$ cat src/rtl/cpu_port_harness.sv
// Run controller for the yfcpu core.
// Holds the CPU in reset until started, then feeds the CPU input port from a
// preloaded stimulus buffer. Every change on the CPU output port is pushed
// into a capture FIFO. A run ends on a PC halt loop or on a cycle timeout;
// the capture FIFO can then be drained.
module cpu_port_harness #(
    parameter int DATA_W     = 16,
    parameter int PC_W       = 16,
    parameter int STIM_DEPTH = 16,
    parameter int CAP_DEPTH  = 16,
    parameter int TIMEOUT    = 650,
    parameter int HALT_CYC   = 4
) (
    input  logic                       clk,
    input  logic                       rst,
    input  logic                       start,
    input  logic                       stim_wr_en,
    input  logic [DATA_W-1:0]          stim_wr_data,
    input  logic                       cap_rd_en,
    output logic [DATA_W-1:0]          cap_rd_data,
    output logic [$clog2(CAP_DEPTH):0] cap_count,
    output logic                       cpu_rst,
    output logic [DATA_W-1:0]          cpu_in,
    input  logic [DATA_W-1:0]          cpu_out,
    input  logic [PC_W-1:0]            cpu_pc,
    output logic                       running,
    output logic                       done,
    output logic                       halted,
    output logic                       timed_out,
    output logic                       cap_ovf,
    output logic [15:0]                cycle_count
);

    localparam int SAW = $clog2(STIM_DEPTH);
    localparam int CAW = $clog2(CAP_DEPTH);
    localparam int STW = $clog2(HALT_CYC) + 1;

    localparam logic [SAW:0]   STIM_FULL  = (SAW+1)'(STIM_DEPTH);
    localparam logic [CAW:0]   CAP_FULL   = (CAW+1)'(CAP_DEPTH);
    localparam logic [STW-1:0] HALT_LIM   = STW'(HALT_CYC - 1);
    localparam logic [31:0]    TIMEOUT_W  = 32'(TIMEOUT);

    localparam logic [1:0] S_IDLE = 2'd0;
    localparam logic [1:0] S_RUN  = 2'd1;
    localparam logic [1:0] S_DONE = 2'd2;

    // Storage arrays (no reset; contents are qualified by the counters)
    logic [DATA_W-1:0] stim_mem [STIM_DEPTH];
    logic [DATA_W-1:0] cap_mem  [CAP_DEPTH];

    logic [1:0]        state_q, state_d;
    // Number of stimulus entries written; its low bits are the write pointer
    logic [SAW:0]      stim_cnt_q, stim_cnt_d;
    // Set when a run finishes: next stimulus write starts over at entry 0
    logic              stim_restart_q, stim_restart_d;
    logic [SAW-1:0]    stim_rd_ptr_q, stim_rd_ptr_d;
    logic [DATA_W-1:0] cpu_in_q, cpu_in_d;
    logic [CAW-1:0]    cap_wr_ptr_q, cap_wr_ptr_d;
    logic [CAW-1:0]    cap_rd_ptr_q, cap_rd_ptr_d;
    logic [CAW:0]      cap_count_q, cap_count_d;
    logic [DATA_W-1:0] cap_rd_data_q, cap_rd_data_d;
    logic [DATA_W-1:0] prev_out_q, prev_out_d;
    logic [PC_W-1:0]   prev_pc_q, prev_pc_d;
    logic [STW-1:0]    stab_q, stab_d;
    logic [15:0]       cycle_count_q, cycle_count_d;
    logic              halted_q, halted_d;
    logic              timed_out_q, timed_out_d;
    logic              cap_ovf_q, cap_ovf_d;
    logic              cpu_rst_q, cpu_rst_d;

    logic              stim_we;
    logic [SAW-1:0]    stim_wr_idx;
    logic              cap_we;
    logic              out_changed;
    logic [SAW:0]      stim_rd_nxt;
    logic              halt_hit;
    logic              timeout_hit;

    assign out_changed = (cpu_out != prev_out_q);
    assign stim_rd_nxt = {1'b0, stim_rd_ptr_q} + 1'b1;

    // Next-state logic for the controller, stimulus feed and capture FIFO
    always_comb begin
        state_d        = state_q;
        stim_cnt_d     = stim_cnt_q;
        stim_restart_d = stim_restart_q;
        stim_rd_ptr_d  = stim_rd_ptr_q;
        cpu_in_d       = cpu_in_q;
        cap_wr_ptr_d   = cap_wr_ptr_q;
        cap_rd_ptr_d   = cap_rd_ptr_q;
        cap_count_d    = cap_count_q;
        cap_rd_data_d  = cap_rd_data_q;
        prev_out_d     = prev_out_q;
        prev_pc_d      = prev_pc_q;
        stab_d         = stab_q;
        cycle_count_d  = cycle_count_q;
        halted_d       = halted_q;
        timed_out_d    = timed_out_q;
        cap_ovf_d      = cap_ovf_q;
        cpu_rst_d      = cpu_rst_q;
        stim_we        = 1'b0;
        stim_wr_idx    = stim_cnt_q[SAW-1:0];
        cap_we         = 1'b0;
        halt_hit       = 1'b0;
        timeout_hit    = 1'b0;

        case (state_q)
            S_IDLE, S_DONE: begin
                cpu_rst_d = 1'b1;
                // Stimulus loading; the first write after a run restarts at entry 0
                if (stim_wr_en) begin
                    if (stim_restart_q) begin
                        stim_we        = 1'b1;
                        stim_wr_idx    = '0;
                        stim_cnt_d     = {{SAW{1'b0}}, 1'b1};
                        stim_restart_d = 1'b0;
                    end else if (stim_cnt_q < STIM_FULL) begin
                        stim_we    = 1'b1;
                        stim_cnt_d = stim_cnt_q + 1'b1;
                    end
                end
                // Capture readback is only meaningful once a run has finished
                if (state_q == S_DONE && cap_rd_en && cap_count_q != '0) begin
                    cap_rd_data_d = cap_mem[cap_rd_ptr_q];
                    cap_rd_ptr_d  = cap_rd_ptr_q + 1'b1;
                    cap_count_d   = cap_count_q - 1'b1;
                end
                if (start) begin
                    state_d       = S_RUN;
                    cpu_rst_d     = 1'b0;
                    cap_wr_ptr_d  = '0;
                    cap_rd_ptr_d  = '0;
                    cap_count_d   = '0;
                    cap_ovf_d     = 1'b0;
                    halted_d      = 1'b0;
                    timed_out_d   = 1'b0;
                    cycle_count_d = '0;
                    stab_d        = '0;
                    stim_rd_ptr_d = '0;
                    cpu_in_d      = (stim_cnt_q != '0) ? stim_mem[0] : '0;
                    prev_out_d    = cpu_out;
                    prev_pc_d     = cpu_pc;
                end
            end

            S_RUN: begin
                cpu_rst_d     = 1'b0;
                cycle_count_d = (cycle_count_q == 16'hFFFF) ? cycle_count_q
                                                            : cycle_count_q + 16'd1;
                prev_out_d    = cpu_out;
                prev_pc_d     = cpu_pc;
                if (cpu_pc == prev_pc_q) begin
                    stab_d = (stab_q == HALT_LIM) ? stab_q : stab_q + 1'b1;
                end else begin
                    stab_d = '0;
                end
                // Each output change is captured and advances the stimulus feed
                if (out_changed) begin
                    if (cap_count_q == CAP_FULL) begin
                        cap_ovf_d = 1'b1;
                    end else begin
                        cap_we       = 1'b1;
                        cap_wr_ptr_d = cap_wr_ptr_q + 1'b1;
                        cap_count_d  = cap_count_q + 1'b1;
                    end
                    if (stim_rd_nxt < stim_cnt_q) begin
                        stim_rd_ptr_d = stim_rd_nxt[SAW-1:0];
                        cpu_in_d      = stim_mem[stim_rd_nxt[SAW-1:0]];
                    end
                end
                halt_hit    = (stab_d == HALT_LIM);
                timeout_hit = ({16'd0, cycle_count_d} == TIMEOUT_W);
                if (halt_hit || timeout_hit) begin
                    state_d        = S_DONE;
                    cpu_rst_d      = 1'b1;
                    stim_restart_d = 1'b1;
                    halted_d       = halt_hit;
                    timed_out_d    = timeout_hit;
                end
            end

            default: begin
                state_d   = S_IDLE;
                cpu_rst_d = 1'b1;
            end
        endcase
    end

    // Control and status registers, asynchronously reset to IDLE
    always_ff @(posedge clk or negedge rst) begin
        if (!rst) begin
            state_q        <= S_IDLE;
            stim_cnt_q     <= '0;
            stim_restart_q <= 1'b0;
            stim_rd_ptr_q  <= '0;
            cpu_in_q       <= '0;
            cap_wr_ptr_q   <= '0;
            cap_rd_ptr_q   <= '0;
            cap_count_q    <= '0;
            cap_rd_data_q  <= '0;
            prev_out_q     <= '0;
            prev_pc_q      <= '0;
            stab_q         <= '0;
            cycle_count_q  <= '0;
            halted_q       <= 1'b0;
            timed_out_q    <= 1'b0;
            cap_ovf_q      <= 1'b0;
            cpu_rst_q      <= 1'b1;
        end else begin
            state_q        <= state_d;
            stim_cnt_q     <= stim_cnt_d;
            stim_restart_q <= stim_restart_d;
            stim_rd_ptr_q  <= stim_rd_ptr_d;
            cpu_in_q       <= cpu_in_d;
            cap_wr_ptr_q   <= cap_wr_ptr_d;
            cap_rd_ptr_q   <= cap_rd_ptr_d;
            cap_count_q    <= cap_count_d;
            cap_rd_data_q  <= cap_rd_data_d;
            prev_out_q     <= prev_out_d;
            prev_pc_q      <= prev_pc_d;
            stab_q         <= stab_d;
            cycle_count_q  <= cycle_count_d;
            halted_q       <= halted_d;
            timed_out_q    <= timed_out_d;
            cap_ovf_q      <= cap_ovf_d;
            cpu_rst_q      <= cpu_rst_d;
        end
    end

    // Stimulus buffer write port
    always_ff @(posedge clk) begin
        if (stim_we) begin
            stim_mem[stim_wr_idx] <= stim_wr_data;
        end
    end

    // Capture buffer write port
    always_ff @(posedge clk) begin
        if (cap_we) begin
            cap_mem[cap_wr_ptr_q] <= cpu_out;
        end
    end

    assign cap_rd_data = cap_rd_data_q;
    assign cap_count   = cap_count_q;
    assign cpu_rst     = cpu_rst_q;
    assign cpu_in      = cpu_in_q;
    assign running     = (state_q == S_RUN);
    assign done        = (state_q == S_DONE);
    assign halted      = halted_q;
    assign timed_out   = timed_out_q;
    assign cap_ovf     = cap_ovf_q;
    assign cycle_count = cycle_count_q;

endmodule

$ cat config.mk
export PLATFORM = sky130hd
export DESIGN_NAME = cpu_port_harness
export DESIGN_NICKNAME = d
export VERILOG_FILES = /design/src/rtl/cpu_port_harness.sv
export SDC_FILE = /design/constraint.sdc
export NUM_CORES = 1
export LEC_CHECK = 0
export CAP_MARGIN = 30
export CORE_MARGIN = 4
export CORE_UTILIZATION = 50
export DETAILED_ROUTE_END_ITERATION = 10
export PLACE_DENSITY = 0.76
export SLEW_MARGIN = 20
export SYNTH_ARGS = -nofsm -noshare
export SYNTH_HDL_FRONTEND = slang
export SYNTH_SLANG_ARGS = --single-unit
$ cat constraint.sdc
create_clock -name clk -period 5.97 [get_ports clk]
set_input_delay 0.597 -clock clk [delete_from_list [all_inputs] [get_ports clk]]
set_output_delay 0.597 -clock clk [all_outputs]
set_load 0.02 [all_outputs]
# Word-level counts from Yosys, hierarchy flattened
# Memories as Yosys holds them, arrays and structs flattened. A register that Yosys moved wholly into a read port is not among the register bits.
# Index checks and enable logic that the tools add are counted.
[classes]
eq_ne = 17
bitwise_logic = 0
multipliers = 0
shifts = 0
div = 0
order_cmp = 2
n_reduce_logical = 22
mux = 64
addsub = 8
[ops]
columns = ["operator", "n"]
rows = [
  ["two-way mux 16 bit", 8],
  ["one-hot mux 16 bit (2 select lines)", 4],
  ["two-way mux 4 bit", 10],
  ["two-way mux 5 bit", 6],
  ["two-way mux 1 bit", 20],
  ["adder 16 x 1 -> 16 bit, second input constant", 1],
  ["equality test 16 x 10 -> 1 bit, second input constant", 1],
  ["equality test 16 bit", 1],
  ["equality test 16 bit, second input constant", 1],
  ["!= test 16 bit", 1],
  ["one-hot mux 4 bit (2 select lines)", 2],
  ["AND reduction 4 bit", 4],
  ["two-way mux 3 bit", 4],
  ["adder 5 x 1 -> 5 bit, second input constant", 2],
  ["one-hot mux 1 bit (2 select lines)", 5],
  ["one-hot mux 5 bit (2 select lines)", 1],
  ["nonzero test 5 bit", 2],
  ["AND reduction 3 bit", 3],
  ["adder 4 x 1 -> 4 bit, second input constant", 2],
  ["!= test 2 x 1 -> 1 bit, second input constant", 4],
  ["AND reduction 2 bit", 4],
  ["equality test 3 x 2 -> 1 bit, second input constant", 2],
  ["!= test 2 bit, second input constant", 3],
  ["one-hot mux 3 bit (2 select lines)", 1],
  ["other kinds (17)", 21],
]
[totals]
latch_bits = 0
wordCells = 131
regBits = 96
rom_bits = 0
mem_bits_rw = 512
output_inout_bits = 59
input_bits = 53
memories = 2
[memory_table]
columns = ["memory", "words", "width", "rd", "rd_clocked_by_memory_dff", "wr", "line_no", "text"]
rows = [
  ["cap_mem", 16, 16, 1, 1, 1, "49", "logic [DATA_W-1:0] cap_mem [CAP_DEPTH];"],
  ["stim_mem", 16, 16, 2, 0, 1, "48", "logic [DATA_W-1:0] stim_mem [STIM_DEPTH];"],
]

# Logic depth before layout (Yosys ltp)
# Gate-level depths: netlist of the first run.
[depth]
word_depth = 8
ltp_mapped = 12
ltp_nobuf = 10

# Worst setup path after synthesis of the first run
# No wires, ideal clock.
[synth_timing]
path_type = "input -> register"
from = "in cpu_out[7]"
to = "mem cap_mem[15][0] (enable)"
slack_ps = 2679
path_buffers = 1
required_time_ps = 5540
stages = 7
t_arrival_ps = 2861
setup_ps = 430
path_cell_list = "xnor2_1 nand4_1 nor4_1 nor2_1 nand2_1 clkbuf_1 nor4_1"
[synth_between]
elab_chain_cells = 5
[synth_rtl]
columns = ["element", "line_no", "text"]
rows = [
  ["start, declared", "24", "input logic [DATA_W-1:0] cpu_out,"],
  ["!= test 16 bit", "79", "assign out_changed = (cpu_out != prev_out_q);"],
  ["two-way mux 1 bit", "158", "if (out_changed) begin"],
  ["two-way mux 1 bit", "107", "case (state_q)"],
  ["two-way mux 1 bit", "239", "if (cap_we) begin"],
  ["two-way mux 1 bit (not written as such)", "240", "cap_mem[cap_wr_ptr_q] <= cpu_out;"],
  ["end, declared", "49", ""],
]
# Every way passes these cells.

# Final worst setup path of the first run
[layout_timing]
from = "in cpu_out[13]"
to = "mem cap_mem[13][6] (enable)"
# Same word-level chain as after synthesis.

==> results_dict.tcl, run 1 <==
set metrics [dict create \
    cts_tree "done" \
    fin_crit_ns 3.64 \
    synthMuxAreaShare_pct 13.8 \
    num_io_pins 112 \
    avgSynthCellArea_um2 17.1 \
    cp-end-kind "flop" \
    setup-violations-final 0 \
    slew_headroom_pct 33.7 \
    r2r_start "stim_rd_ptr_q[0]$_DFFE_PN0P_" \
    routabilityCongestion 0.846 \
    synth_top_family_by_area "multiplexers" \
    synth_fa_ha_area_share_pct 0.839 \
    synth_cells 1482 \
    criticalPathCategory "in -> reg" \
    synth-seq-cells 624 \
    vias 14100 \
    power_uw 13200 \
    ys_types 62 \
    num-nets-final 1717 \
    initial_core_util_pct 50.5 \
    grt_usage_pct 21.3 \
    crit_start "cpu_out[13]" \
    drtIter0Drc 1479 \
    ir_worst_vdd_mv 0.392 \
    worst_slew_pin_slew_ns 0.995 \
    grt_pass1_vias 14200 \
    hpwl_um 34100 \
    wl_per_cell_um 24.1 \
    area_growth_pct 17.4 \
    synth-simple-area-share_pct 6.38 \
    cts_sinks 624 \
    drive_gt1_share_pct 21.1 \
    synth-xor-area-share_pct 1.52 \
    fin_skew_ns 0.0198 \
    leakage_uw 0.0103 \
    cp_data_required_time_ns 6.26 \
    rsz0062_at_grt "no" \
    powerDensity_nw_per_um2 444 \
    crit_fanout 20 \
    final_cell_mix "edfxtp_1, nand2_1, mux4_2" \
    clockRootBuffer "clkbuf_16" \
    hold_violations 0 \
    hold_path.class "reg -> reg" \
    worst_skew_pair.late_latency_ns 0.60 \
    viasPerCell 5.94 \
    cap_violations 0 \
    antenna_found_initial 3 \
    cts.htree.levels 3 \
    synth_nets 1552 \
    antenna_left 0 \
    fin_crit_sh_pct 61.0 \
    dieArea_um2 54400 \
    die_x_um 233 \
    syn_area_um2 25300 \
    fill_cells 3540 \
    synth_edf_count 512 \
    layout_commonest_cell "edfxtp_1" \
    clock_path_buffers 3 \
    yosysWarnings 0 \
    grt_start_max_net_pins 66 \
    synth-compound-area-share_pct 3.80 \
    cts-buffers-inserted 66 \
    synthArstFlopShare_pct 17.9 \
    numPortBuffers 111 \
    core_area_um2 50200 \
    overflow 0 \
    min_from "cap_ovf$_DFFE_PN0P_" \
    yosysSeqAreaShare_pct 71.7 \
    die_h_um 233 \
    ys.flop_type "edfxtp_1" \
    fmax_ghz 0.275 \
    num_rows 82 \
    setup_tns_ns 0 \
    path_clk_slew_ns 0.05 \
    drc_errors 0 \
    routed_wl_um 57200 \
    start_kind "input port" \
    drt_pass1_iterations 5 \
    grt_pass1_wl_um 87100 \
    arrival_ns 3.93 \
    maxSlewViolCount 0 \
    status "finished, final reports clean" \
    final_util_pct 59.3 \
]
-- flip-flops by register name (all words and copies together), names as in the netlist, 2 cells and up --
| register | count |
|---|---|
| cap_count | 5 |
| stim_rd_ptr_q | 4 |
| stim_mem | 256 |
| cycle_count | 16 |
| cap_rd_data | 16 |
| cpu_in | 16 |
| stim_cnt_q | 5 |
| cap_wr_ptr_q | 4 |
| cap_mem | 256 |
| stab_q | 3 |
| prev_pc_q | 16 |
| cap_rd_ptr_q | 4 |
| state_q | 2 |
| prev_out_q | 16 |
-- routing by layer --
layer  GRT usage [%]  up-vias  share of wire [%]
met5               0        -              0.070
met4            8.26        4                3.4
met3            3.22      128                6.0
met2            36.3      548                 52
met1            27.9     7300                 39
li1                -     6110                  -
-- critical path: stages --
cell,delay (ns)
clkdlybuf4s50_1,0.94
xnor2_1,0.13
nand4_1,0.12
nor4_1,0.05
clkbuf_2,0.16
nor2_1,0.19
nand2_1,0.50
nor4_2,0.88
buf_4,0.34
-- what timing repair did --
item / CTS / global route
endpoints found under the hold margin: 3 / 0
hold buffers: 1 / 0
gates resized for setup: 0 / 0
setup buffers: 0 / 0
-- power by group --
part	switching, uW	internal (uW)	leakage, uW	total, uW
combinational	1970	1570	0.00324	3550
clock	1660	2380	0.00105	4040
sequential	404	5230	0.00601	5630
total	4040	9190	0.0103	13200
-- through the flow --
step / hold WS, ns / std cells / setup slack, ns / area (um^2)
2_1_floorplan: 0.301 / 1482 / 2.68 / 25300
3_3_place_gp: 0.471 / 2242 / 1.80 / 27500
3_5_place_dp: 0.474 / 2245 / 1.68 / 27500
4_1_cts: 0.491 / 2367 / 2.01 / 29700
5_1_grt: 0.517 / 2372 / 2.13 / 29800
6_report: 0.486 / 2373 / 2.33 / 29800
-- path summary, 6_finish.rpt --
check	end	slack (ns)	depth (start not counted)
max	cap_mem[13][6]$_DFFE_PP_	2.33	9
min	cap_ovf$_DFFE_PN0P_	0.49	2
max reg2reg	cpu_in[13]$_DFFE_PN0P_	2.50	12
min reg2reg	cap_ovf$_DFFE_PN0P_	0.49	2
max in group asynchronous	cap_rd_ptr_q[0]$_DFFE_PN0P_	4.10	3
min in group asynchronous	cap_rd_data[5]$_DFFE_PN0P_	0.57	2
-- kinds of logic (layout without fill, tap and decap cells) --
logic type,Yosys count,after routing
AOI/OAI and AO/OA,158,158
xor gates and xnor gates,44,44
adders and majority gates,17,17
buffers and inverters,115,333
DFF,624,624
muxes,168,168
other,0,1
and+or+nand+nor,356,356
-- synth_stat cells, drive strengths merged (5+ instances only) --
master,instances,area [um^2]
nand4,25,171
nor4,15,109
xnor2,38,333
a31oi,9,56.3
ha,17,213
clkbuf,54,224
mux4,144,3240
nor3,15,75.1
o31ai,7,52.6
mux2,17,191
mux2i,7,70.1
edfxtp,512,15400
nor2,51,191
o21ai,28,140
nand3,19,100
buf,25,121
inv,35,131
dfrtp,111,2780
a2111oi,16,140
nand2,202,758
and3,5,31.3
a21oi,74,370
xor2,6,52.6
-- final cells by class --
cell class	count	area [um^2]	area share [%]
Antenna cell	1	2.50	0.00841
Tap cell	672	841	2.83
Timing Repair Buffer	176	1630	5.48
Multi-Input combinational cell	743	6790	22.8
Clock buffer	86	1820	6.11
Sequential cell	624	18200	61.1
Clock inverter	35	348	1.17
Inverter	36	135	0.454
No activity file was read; power rests on OpenSTA's default activity.
==> run 2: changes to the inputs <==
PLACE_DENSITY = 0.78   (was 0.76)
clock period = 3.04 ns   (was 5.97 ns; I/O delays follow)
==> results_dict.tcl, run 2 (synthesis gave the netlist of run 1 again) <==
set metrics [dict create \
    drive_gt1_share_pct 22.1 \
    postCtsSetupBuffers 0 \
    worst_slew_pin_slew_ns 0.766 \
    cp_data_required_time_ns 3.50 \
    grt_pass1_wl_um 91100 \
    hpwl_um 33800 \
    antenna_cells 0 \
    rsz0062_at_grt "no" \
    cp-end-kind "flop" \
    setup_tns_ns 0 \
    path_clk_slew_ns 0.06 \
    cap_violations 0 \
    num_io_pins 112 \
    clock_path_buffers 3 \
    p_seq_share_pct 40.6 \
    final_util_pct 60.3 \
    hold_violations 0 \
    worst_skew_pair.late_latency_ns 0.62 \
    worstPathCellList "ha_2, xor2_1, ha_1, a21o_1, a31oi_1, o21ai_0, nor3_1, nor2_2, buf_12, a2111oi_1, a21oi_1" \
    routabilityCongestion 0.855 \
    critPathSlowestCell "dfrtp_4" \
    cts.htree.levels 3 \
    fin_crit_sh_pct 95.2 \
    r2r-end "cpu_in[9]$_DFFE_PN0P_" \
    reg2reg_depth 11 \
    layout_commonest_cell "edfxtp_1" \
    path_buf_inv 1 \
    r2r_start "stim_rd_ptr_q[0]$_DFFE_PN0P_" \
    antenna_found_initial 2 \
    die_x_um 233 \
    viasPerCell 6.04 \
    area_growth_pct 19.5 \
    clockRootBuffer "clkbuf_16" \
    initial_core_util_pct 50.5 \
    drt_pass1_iterations 5 \
    powerDensity_nw_per_um2 889 \
    num-nets-final 1739 \
    arrival_ns 3.36 \
    routed_wl_um 60100 \
    pwr-share-clk_pct 30.8 \
    num_rows 82 \
    dieArea_um2 54400 \
    switching_share_pct 30.9 \
    p_int_uw 18600 \
    vias 14500 \
    r2r_slack_ns 0.15 \
    core_area_um2 50200 \
    pre_cts_ws_ns -0.0505 \
    slowest_delay_ns 0.50 \
    fin_skew_ns 0.0308 \
    fin_crit_ns 2.89 \
    fmax_ghz 0.346 \
    drc_errors 0 \
    critPathTopFamily "compound AO/OA/AOI/OAI gates" \
    maxSlewViolCount 0 \
    grt_pass1_vias 14800 \
    combPwrFrac_pct 28.6 \
    fill_cells 3455 \
    overflow 0 \
    leakage_uw 0.0105 \
    layout_setup_ws_ns 0.147 \
    cts_sinks 624 \
    grt_start_max_net_pins 67 \
    ir_worst_vdd_mv 0.672 \
    wl_per_cell_um 25.1 \
    cts-buffers-inserted 66 \
    slew_headroom_pct 48.5 \
    setup-violations-final 0 \
    drtIter0Drc 1840 \
    status "finished, final reports clean" \
    criticalPathCategory "reg -> reg" \
    grt_usage_pct 22.3 \
    reg_top3 "cap_mem (256), stim_mem (256)" \
    hold_path.class "in -> async" \
    power_uw 26900 \
    die_h_um 233 \
    start_kind "flop" \
    crit_fanout 34 \
    final_cell_mix "edfxtp_1, nand2_1, mux4_2" \
    whs_ns 0.263 \
    cts_tree "done" \
    numPortBuffers 111 \
    antenna_left 0 \
    p_switching_uw 8300 \
]
## run 2: power by group through the flow
stage          Sequential, uW  Combinational (uW)  Clock [uW]
2_1_floorplan           11000                4700           0
3_3_place_gp            11000                7370           0
3_5_place_dp            11000                7560           0
4_1_cts                 10900                7690        8440
5_1_grt                 11000                8260        8800
6_report                10900                7690        8300
## run 2: per-stage QoR
| stage | area (um^2) | cells |
|---|---|---|
| final | 30300 | 2393 |
| after global placement | 28000 | 2272 |
| after global routing | 30300 | 2393 |
| after floorplan | 25300 | 1482 |
| after CTS | 30300 | 2393 |
| after detailed placement | 28000 | 2272 |
## run 2: layout make-up
cell class,count,area (um^2),area share [%]
inverters,36,135,0.446
clock buffers,84,1750,5.78
clock inverters,36,498,1.64
flip-flops and latches,624,18200,60.1
repair buffers,198,2060,6.79
multi-input cells,743,6810,22.5
well taps,672,841,2.78
## run 2: repair_timing
item | CTS | global route
hold buffers | 1 | 0
endpoints found under the setup margin | 2 | 5
hold endpoints to repair | 55 | 0
gates resized for setup | 2 | 5
## run 2: metal layers
layer	track usage (%)	up-vias	share of wire (%)
li1	-	6164	-
met1	29.3	7440	37
met2	38.2	720	52
met3	5.00	136	8.3
met4	5.98	4	2.6
met5	0	-	0.050
## run 2: worst max-delay path by stage
stage | start | end | cells after the start
finish | stim_rd_ptr_q[0]$_DFFE_PN0P_ | cpu_in[9]$_DFFE_PN0P_ | 11
global route | stim_rd_ptr_q[0]$_DFFE_PN0P_ | cpu_in[8]$_DFFE_PN0P_ | 11
CTS | stim_rd_ptr_q[0]$_DFFE_PN0P_ | cpu_in[9]$_DFFE_PN0P_ | 11
detailed placement | cpu_out[7] | cpu_in[4]$_DFFE_PN0P_ | 11
global placement | cpu_out[7] | cap_mem[1][8]$_DFFE_PP_ | 10
floorplan | cap_count[0]$_DFFE_PN0P_ | cap_mem[15][0]$_DFFE_PP_ | 6
==> run 3: changes to the inputs <==
PLACE_DENSITY = 0.72   (was 0.78)
==> results_dict.tcl, run 3 (synthesis gave the netlist of run 1 again) <==
set metrics [dict create \
    layout_commonest_cell "edfxtp_1" \
    combPwrFrac_pct 29.6 \
    leakage_uw 0.0104 \
    final_util_pct 59.7 \
    cts_sinks 624 \
    grt_usage_pct 21.6 \
    rsz0062_at_grt "no" \
    cp-end-kind "flop" \
    arrival_ns 3.31 \
    setup-violations-final 0 \
    overflow 0 \
    viasPerCell 5.94 \
    drive_gt1_share_pct 21.8 \
    worst_skew_pair.late_latency_ns 0.63 \
    slew_headroom_pct 43.6 \
    criticalPathCategory "reg -> reg" \
    pre_cts_ws_ns 0.201 \
    p_seq_share_pct 42.2 \
    dieArea_um2 54400 \
    num_rows 82 \
    status "finished, final reports clean" \
    cap_violations 0 \
    die_h_um 233 \
    worst_slew_pin_slew_ns 0.844 \
    p_int_uw 17800 \
    numPortBuffers 111 \
    drc_errors 0 \
    pwr-share-clk_pct 28.2 \
    clock_path_buffers 3 \
    routabilityCongestion 0.860 \
    routed_wl_um 57900 \
    grt_start_max_net_pins 67 \
    finalNonFillerCells 2382 \
    crit_fanout 31 \
    num_io_pins 112 \
    grt_pass1_wl_um 88000 \
    drtIter0Drc 1333 \
    hold_path.class "in -> reg" \
    num-nets-final 1730 \
    cts-buffers-inserted 61 \
    drt_pass1_iterations 5 \
    layout_setup_ws_ns 0.207 \
    hpwl_um 33500 \
    wl_per_cell_um 24.3 \
    fmax_ghz 0.353 \
    fin_crit_ns 2.83 \
    antenna_cells 0 \
    cp_data_required_time_ns 3.52 \
    power_uw 25800 \
    final_cell_mix "edfxtp_1, nand2_1, mux4_2" \
    core_area_um2 50200 \
    initial_core_util_pct 50.5 \
    fin_crit_sh_pct 93.2 \
    ir_worst_vdd_mv 0.619 \
    fin_skew_ns 0.0253 \
    maxSlewViolCount 0 \
    cts.htree.levels 2 \
    start_kind "flop" \
    dp_cells 2268 \
    path_clk_slew_ns 0.06 \
    p_switching_uw 7940 \
    antenna_found_initial 1 \
    cts_tree "done" \
    hold_violations 0 \
    grt_pass1_vias 14300 \
    die_x_um 233 \
    powerDensity_nw_per_um2 860 \
    antenna_left 0 \
    area_growth_pct 18.2 \
    vias 14200 \
    reg_top3 "cap_mem (256), stim_mem (256)" \
    clockRootBuffer "clkbuf_16" \
    setup_tns_ns 0 \
    switching_share_pct 30.8 \
]
run 3: cell types whose count changed in the layout (fill, tap and decap cells not counted), sizes merged:
cell and change:
bufinv -6, buf -4, clkinv +3, clkbuf -2, inv -2
run 3: area by class of cell:
class | instances | area (um^2)
Clock buffer | 82 | 1660
Clock inverter | 31 | 284
Fill cell | 3576 | 20200
Inverter | 36 | 135
Multi-Input combinational cell | 743 | 6800
Sequential cell | 624 | 18200
Tap cell | 672 | 841
Timing Repair Buffer | 194 | 2050
run 3: worst paths after layout:
check                                                  start                         end  slack (ns)  cells past startpoint
worst max register to register  stim_rd_ptr_q[0]$_DFFE_PN0P_       cpu_in[5]$_DFFE_PN0P_        0.21                     12
min in group asynchronous                                rst  cap_rd_data[0]$_DFFE_PN0P_        0.28                      2
worst min register to register           cap_ovf$_DFFE_PN0P_         cap_ovf$_DFFE_PN0P_        0.49                      2
max in group asynchronous                                rst           cpu_rst$_DFF_PN1_        1.97                      3
worst min-delay path                               cpu_pc[4]    prev_pc_q[4]$_DFFE_PN0P_        0.27                      3
worst max-delay path            stim_rd_ptr_q[0]$_DFFE_PN0P_       cpu_in[5]$_DFFE_PN0P_        0.21                     12
run 3: what timing repair did:
action	4_1_cts	5_1_grt
endpoints found under the setup margin	0	4
setup buffers	0	0
hold buffers	1	0
resized for setup	0	5
hold endpoints to repair	58	0
run 3: worst max-delay path: stages (launching register included):
cell       delay (ns)
dfrtp_4          0.50
ha_2             0.22
xor2_2           0.16
ha_1             0.31
a21o_1           0.16
a31oi_1          0.13
o21ai_0          0.14
nor3_1           0.23
nor2_2           0.08
buf_12           0.20
buf_4            0.17
a2111oi_1        0.31
a21oi_1          0.07
run 3: power groups by stage:
stage	Combinational, uW	Sequential, uW	Clock, uW
3_5_place_dp	7640	11000	0
2_1_floorplan	4700	11000	0
6_report	7640	10900	7270
5_1_grt	8240	11000	7770
4_1_cts	7680	10900	7410
3_3_place_gp	7520	11000	0
run 3: metal layers:
layer	GRT usage (%)	routed length [um]	vias to the layer above
met4	7.34	1850	2
met5	0	13	-
met1	29.6	22800	7288
met2	35.4	29000	599
met3	4.16	4240	121
li1	-	-	6148
run 3: metrics by stage:
| stage | cell area [um^2] | hold WS, ns |
|---|---|---|
| after floorplan | 25300 | 0.00841 |
| after global placement | 28000 | 0.380 |
| after detailed placement | 28000 | 0.378 |
| after CTS | 29900 | 0.231 |
| after global routing | 30000 | 0.255 |
| final | 30000 | 0.265 |
==> patch 1, RTL diff (settings of run 2) <==
The parameter `PC_W` goes from 16 to 20.
--- a/src/rtl/cpu_port_harness.sv
+++ b/src/rtl/cpu_port_harness.sv
@@ -6,5 +6,5 @@
 module cpu_port_harness #(
     parameter int DATA_W     = 16,
-    parameter int PC_W       = 16,
+    parameter int PC_W       = 20,
     parameter int STIM_DEPTH = 16,
     parameter int CAP_DEPTH  = 16,
Interface: changed (resized cpu_pc); port bits go from 112 to 116. No check against the original RTL was run, so the function may have changed too.
==> patch 1 against run 2 <==
  * Fmax increased by 0.87%
  * Critical path depth decreased by 3
  * Final area about the same
  * Sequential cell count increased by 4
  * Area after synthesis increased by 0.75%
  * Hold slack got worse by 0.063 ns
  * Utilization decreased by 0.081 points
  * Worst setup slack improved by 0.025 ns
  * Combinational power decreased by 9.8%
  * Routed wire length decreased by 2.5%
  * Power decreased by 4.3%
  * Via count increased by 0.17%
  * Largest cell class unchanged
  * Highest routed layer unchanged
==> patch 1: results (changes against run 2) <==
INFO  metric skew = 0.01399 ns (-0.01686 ns)
INFO  metric cp_top_family = simple AND/OR/NAND/NOR gates
INFO  metric place_congestion = 0.8743 (+2.2%)
INFO  metric worst_slew_pin_slew = 0.7493 ns (-0.01631 ns)
INFO  metric layout.non_clock_buffers = 203 (+2.5%)
INFO  metric met3_usage = 3.462% (-1.5 points)
INFO  metric ctsHtreeMaxLevel = 2 (-1)
INFO  metric post_synth_most_frequent_cells = 512 x sky130_fd_sc_hd__edfxtp_1, 207 x sky130_fd_sc_hd__nand2_1, 144 x sky130_fd_sc_hd__mux4_2
INFO  metric non_clock_buffering_overhead = 6.913% (+0.12 points)
INFO  metric layout.cells.non_filler = 2384 (-0.38%)
INFO  metric area_share_clock_buf_inv = 7.029% (-0.40 points)
INFO  metric cells_after_dpl = 2269 (-0.13%)
INFO  metric first_global_vias = 14970 (+0.97%)
INFO  metric wl_per_cell = 24.59 um (-2.1%)
INFO  metric synth.top_cells.by_area = sky130_fd_sc_hd__edfxtp_1 60%, sky130_fd_sc_hd__mux4_2 13%, sky130_fd_sc_hd__dfrtp_1 11%
INFO  metric crit_path_max_fo = 17 (-50%)
INFO  metric total_leakage_power = 10.71 nW (+1.8%)
INFO  metric dr.first_iter.drc_count = 1582 (-14%)
INFO  metric globalRouteMet1Util = 28.88% (-0.40 points)
INFO  metric design.seq.count = 628 (+0.64%)
INFO  metric areaGrowthSynthToFinish = 18.66%
INFO  metric critical_path_arrival = 3.37 ns (about the same)
INFO  metric multi_input_cells = 750 (+0.94%)
INFO  metric design_power_total = 0.02575 W (-4.3%)
INFO  metric drive_above_1_share = 21.55% (-0.58 points)
INFO  metric synth.yosys.seq_area_share = 71.59% (-0.14 points)
INFO  metric synth_fp_nets = 1537 (-0.97%)
INFO  metric ir_drop = 740.1 uV (+10%)
INFO  metric globalRouteTotalUtil = 21.65% (-0.69 points)
INFO  metric numCtsBuffers = 60 (-9.1%)
INFO  metric nClkBuffers = 74 (-12%)
INFO  metric detail_route.vias_per_cell = 6.078 (+0.55%)
INFO  metric dp_worst_setup_slack = 0.1336 ns (+0.1840 ns)
INFO  metric non_clock_inverter_count = 18 (-50%)
INFO  metric run_status = completed
INFO  metric largestRegisters = cap_mem (256), stim_mem (256), prev_pc_q (20)
[patch 1: cell types whose count changed after synthesis, moves of 13 or more]
cell | run 2 | this run
sky130_fd_sc_hd__xor2_1 | 6 | 19
sky130_fd_sc_hd__a211o_1 | 1 | 20
sky130_fd_sc_hd__xnor2_1 | 38 | 23
sky130_fd_sc_hd__nor2_1 | 51 | 35
sky130_fd_sc_hd__a21oi_1 | 74 | 58
sky130_fd_sc_hd__inv_1 | 35 | 17
sky130_fd_sc_hd__a2111oi_0 | 16 | 0
[patch 1: routing by layer]
metal | wire length [um] | up-vias | share of wire, %
li1 | - | 6163 | -
met1 | 22330 | 7545 | 38
met2 | 30560 | 675 | 52
met3 | 4240 | 104 | 7.2
met4 | 1477 | 2 | 2.5
met5 | 13 | - | 0.022
[patch 1: final timing paths]
path	from	end	slack, ns	cells past startpoint
max	stim_rd_ptr_q[0]$_DFFE_PN0P_	cpu_in[2]$_DFFE_PN0P_	0.17	8
min	rst	cap_rd_data[4]$_DFFE_PN0P_	0.20	2
max reg2reg	stim_rd_ptr_q[0]$_DFFE_PN0P_	cpu_in[2]$_DFFE_PN0P_	0.17	8
min reg2reg	prev_out_q[4]$_DFFE_PN0P_	prev_out_q[4]$_DFFE_PN0P_	0.49	2
max in group asynchronous	rst	cycle_count[1]$_DFFE_PN0P_	2.01	3
min in group clk	cpu_pc[7]	prev_pc_q[7]$_DFFE_PN0P_	0.27	3
[patch 1: logic make-up (layout without fill, tap and decap cells)]
logic type      count (synthesis)  count (layout)  synth area share, %
mux                           180             180                14.27
fa+ha+maj                      17              17               0.8330
simple gates                  353             353                6.375
xor+xnor                       42              42                1.441
buf+inv                        85             334                1.568
compound gates                158             158                3.920
flops                         628             628                71.59
==> patch 2, RTL diff (flow settings as in run 2) <==
Without the edit above. Register the outputs `running` and `done`, without a reset; this adds one clock of latency there. The other outputs are not delayed to match.
--- a/src/rtl/cpu_port_harness.sv
+++ b/src/rtl/cpu_port_harness.sv
@@ -246,6 +246,8 @@
     assign cpu_rst     = cpu_rst_q;
     assign cpu_in      = cpu_in_q;
-    assign running     = (state_q == S_RUN);
-    assign done        = (state_q == S_DONE);
+    always_ff @(posedge clk) begin
+        running <= (state_q == S_RUN);
+        done    <= (state_q == S_DONE);
+    end
     assign halted      = halted_q;
     assign timed_out   = timed_out_q;
Behaviour: not the same (a bounded check fails within 4 cycles, from zero or initial values and one cycle with rst low).
==> patch 2 against run 2 <==
  * Critical path depth decreased by 1
  * Power decreased by 2.3%
  * Routed wire length increased by 0.74%
  * Sequential cell count increased by 2
  * Via count increased by 0.12%
  * Area after synthesis increased by 0.24%
  * Clock skew about the same
  * Worst setup slack improved by 0.049 ns
  * Non-clock buffer count increased by 4
  * Clock power decreased by 6.4%
  * Final area decreased by 0.65%
  * Fmax increased by 1.7%
  * Highest routed layer unchanged
==> patch 2: results (changes against run 2) <==
INFO  metric postCtsResizedCells = 0 (-2)
INFO  metric power.density_cell_area = 873.8 nW/um^2 (-1.7%)
INFO  metric total_leakage_power = 10.47 nW (-0.43%)
INFO  metric numCtsBuffers = 60 (-9.1%)
INFO  metric skew = 0.03036 ns (-0.0004777 ns)
INFO  metric fin_hold_ws = 0.2686 ns (+0.006039 ns)
INFO  metric layout.cells.non_filler = 2396 (+0.13%)
INFO  metric rr_worst_depth = 10 (-1)
INFO  metric post_synth_most_frequent_cells = 512 x sky130_fd_sc_hd__edfxtp_1, 200 x sky130_fd_sc_hd__nand2_1, 144 x sky130_fd_sc_hd__mux4_2
INFO  metric synth.yosys.seq_area_share = 71.72% (about the same)
INFO  metric worst_slew_pin_slew = 0.8706 ns (+0.1051 ns)
INFO  metric first_global_vias = 14880 (+0.38%)
INFO  metric finalCriticalPeriod = 2.844 ns (-0.04942 ns)
INFO  metric detailedPlacementHpwl = 34690 um (+2.5%)
INFO  metric run_status = completed
INFO  metric place_congestion = 0.8559 (about the same)
INFO  metric dp_worst_setup_slack = -0.02705 ns (+0.02342 ns)
INFO  metric synth.distinct_cells = 58 (-6.5%)
INFO  metric area_share_clock_buf_inv = 6.851% (-0.58 points)
INFO  metric nClkBuffers = 72 (-14%)
INFO  metric postPlaceCellArea = 28000 um^2 (about the same)
INFO  metric synth.top_cells.by_area = sky130_fd_sc_hd__edfxtp_1 61%, sky130_fd_sc_hd__mux4_2 13%, sky130_fd_sc_hd__dfrtp_1 11%
INFO  metric synth_async_sr_flop_share = 17.89% (-0.057 points)
INFO  metric grt_first_pass_wirelength = 91950 um (+0.92%)
INFO  metric ir_drop = 1093 uV (+63%)
INFO  metric wl_per_cell = 25.27 um (+0.62%)
INFO  metric design.final.nets = 1742 (+0.17%)
INFO  metric globalRouteMet1Util = 29.39% (+0.11 points)
INFO  metric drt-met1-wl = 22700 um (+1.7%)
INFO  metric tritoncts_num_sinks = 626 (+0.32%)
INFO  metric switching_share_of_power = 30.76% (-0.098 points)
INFO  metric seqCellArea = 18230 um^2 (+0.22%)
INFO  metric ctsHtreeMaxLevel = 2 (-1)
INFO  metric met2WireLength = 31570 um (+1.2%)
INFO  metric antenna_cells_inserted = 1 (+1)
INFO  metric hp-class = in2reg
INFO  metric grtUsageMet2 = 38.90% (+0.74 points)
INFO  metric cells_after_dpl = 2281 (+0.40%)
INFO  metric routed-wl-met3 = 4800 um (-4.2%)
INFO  metric dr.first_iter.drc_count = 1648 (-10%)
INFO  metric detail_route.vias_per_cell = 6.044 (about the same)
INFO  metric non_clock_buffering_overhead = 6.839% (+0.049 points)
[patch 2: cell count changes after synthesis, sizes merged, moves of 5 or more]
cell | before | now
and2 | 2 | 14
clkbuf | 54 | 49
nor2 | 51 | 45
nor4 | 15 | 4
o31ai | 7 | 2
[patch 2: worst max-delay path, stage by stage (launching register included)]
cell	delay, ns
sky130_fd_sc_hd__dfrtp_4	0.50
sky130_fd_sc_hd__ha_2	0.21
sky130_fd_sc_hd__xor2_1	0.23
sky130_fd_sc_hd__ha_1	0.29
sky130_fd_sc_hd__a21o_1	0.16
sky130_fd_sc_hd__a31oi_1	0.15
sky130_fd_sc_hd__o21ai_1	0.12
sky130_fd_sc_hd__o31a_1	0.29
sky130_fd_sc_hd__buf_12	0.19
sky130_fd_sc_hd__a2111oi_0	0.45
sky130_fd_sc_hd__a21oi_1	0.09
[patch 2: kinds of logic after synthesis]
group | synth area share [%]
compound gates | 3.768
fa+ha+maj | 0.8373
mux | 13.96
buf+inv | 1.877
xor+xnor | 1.448
simple gates | 6.393
flops | 71.72
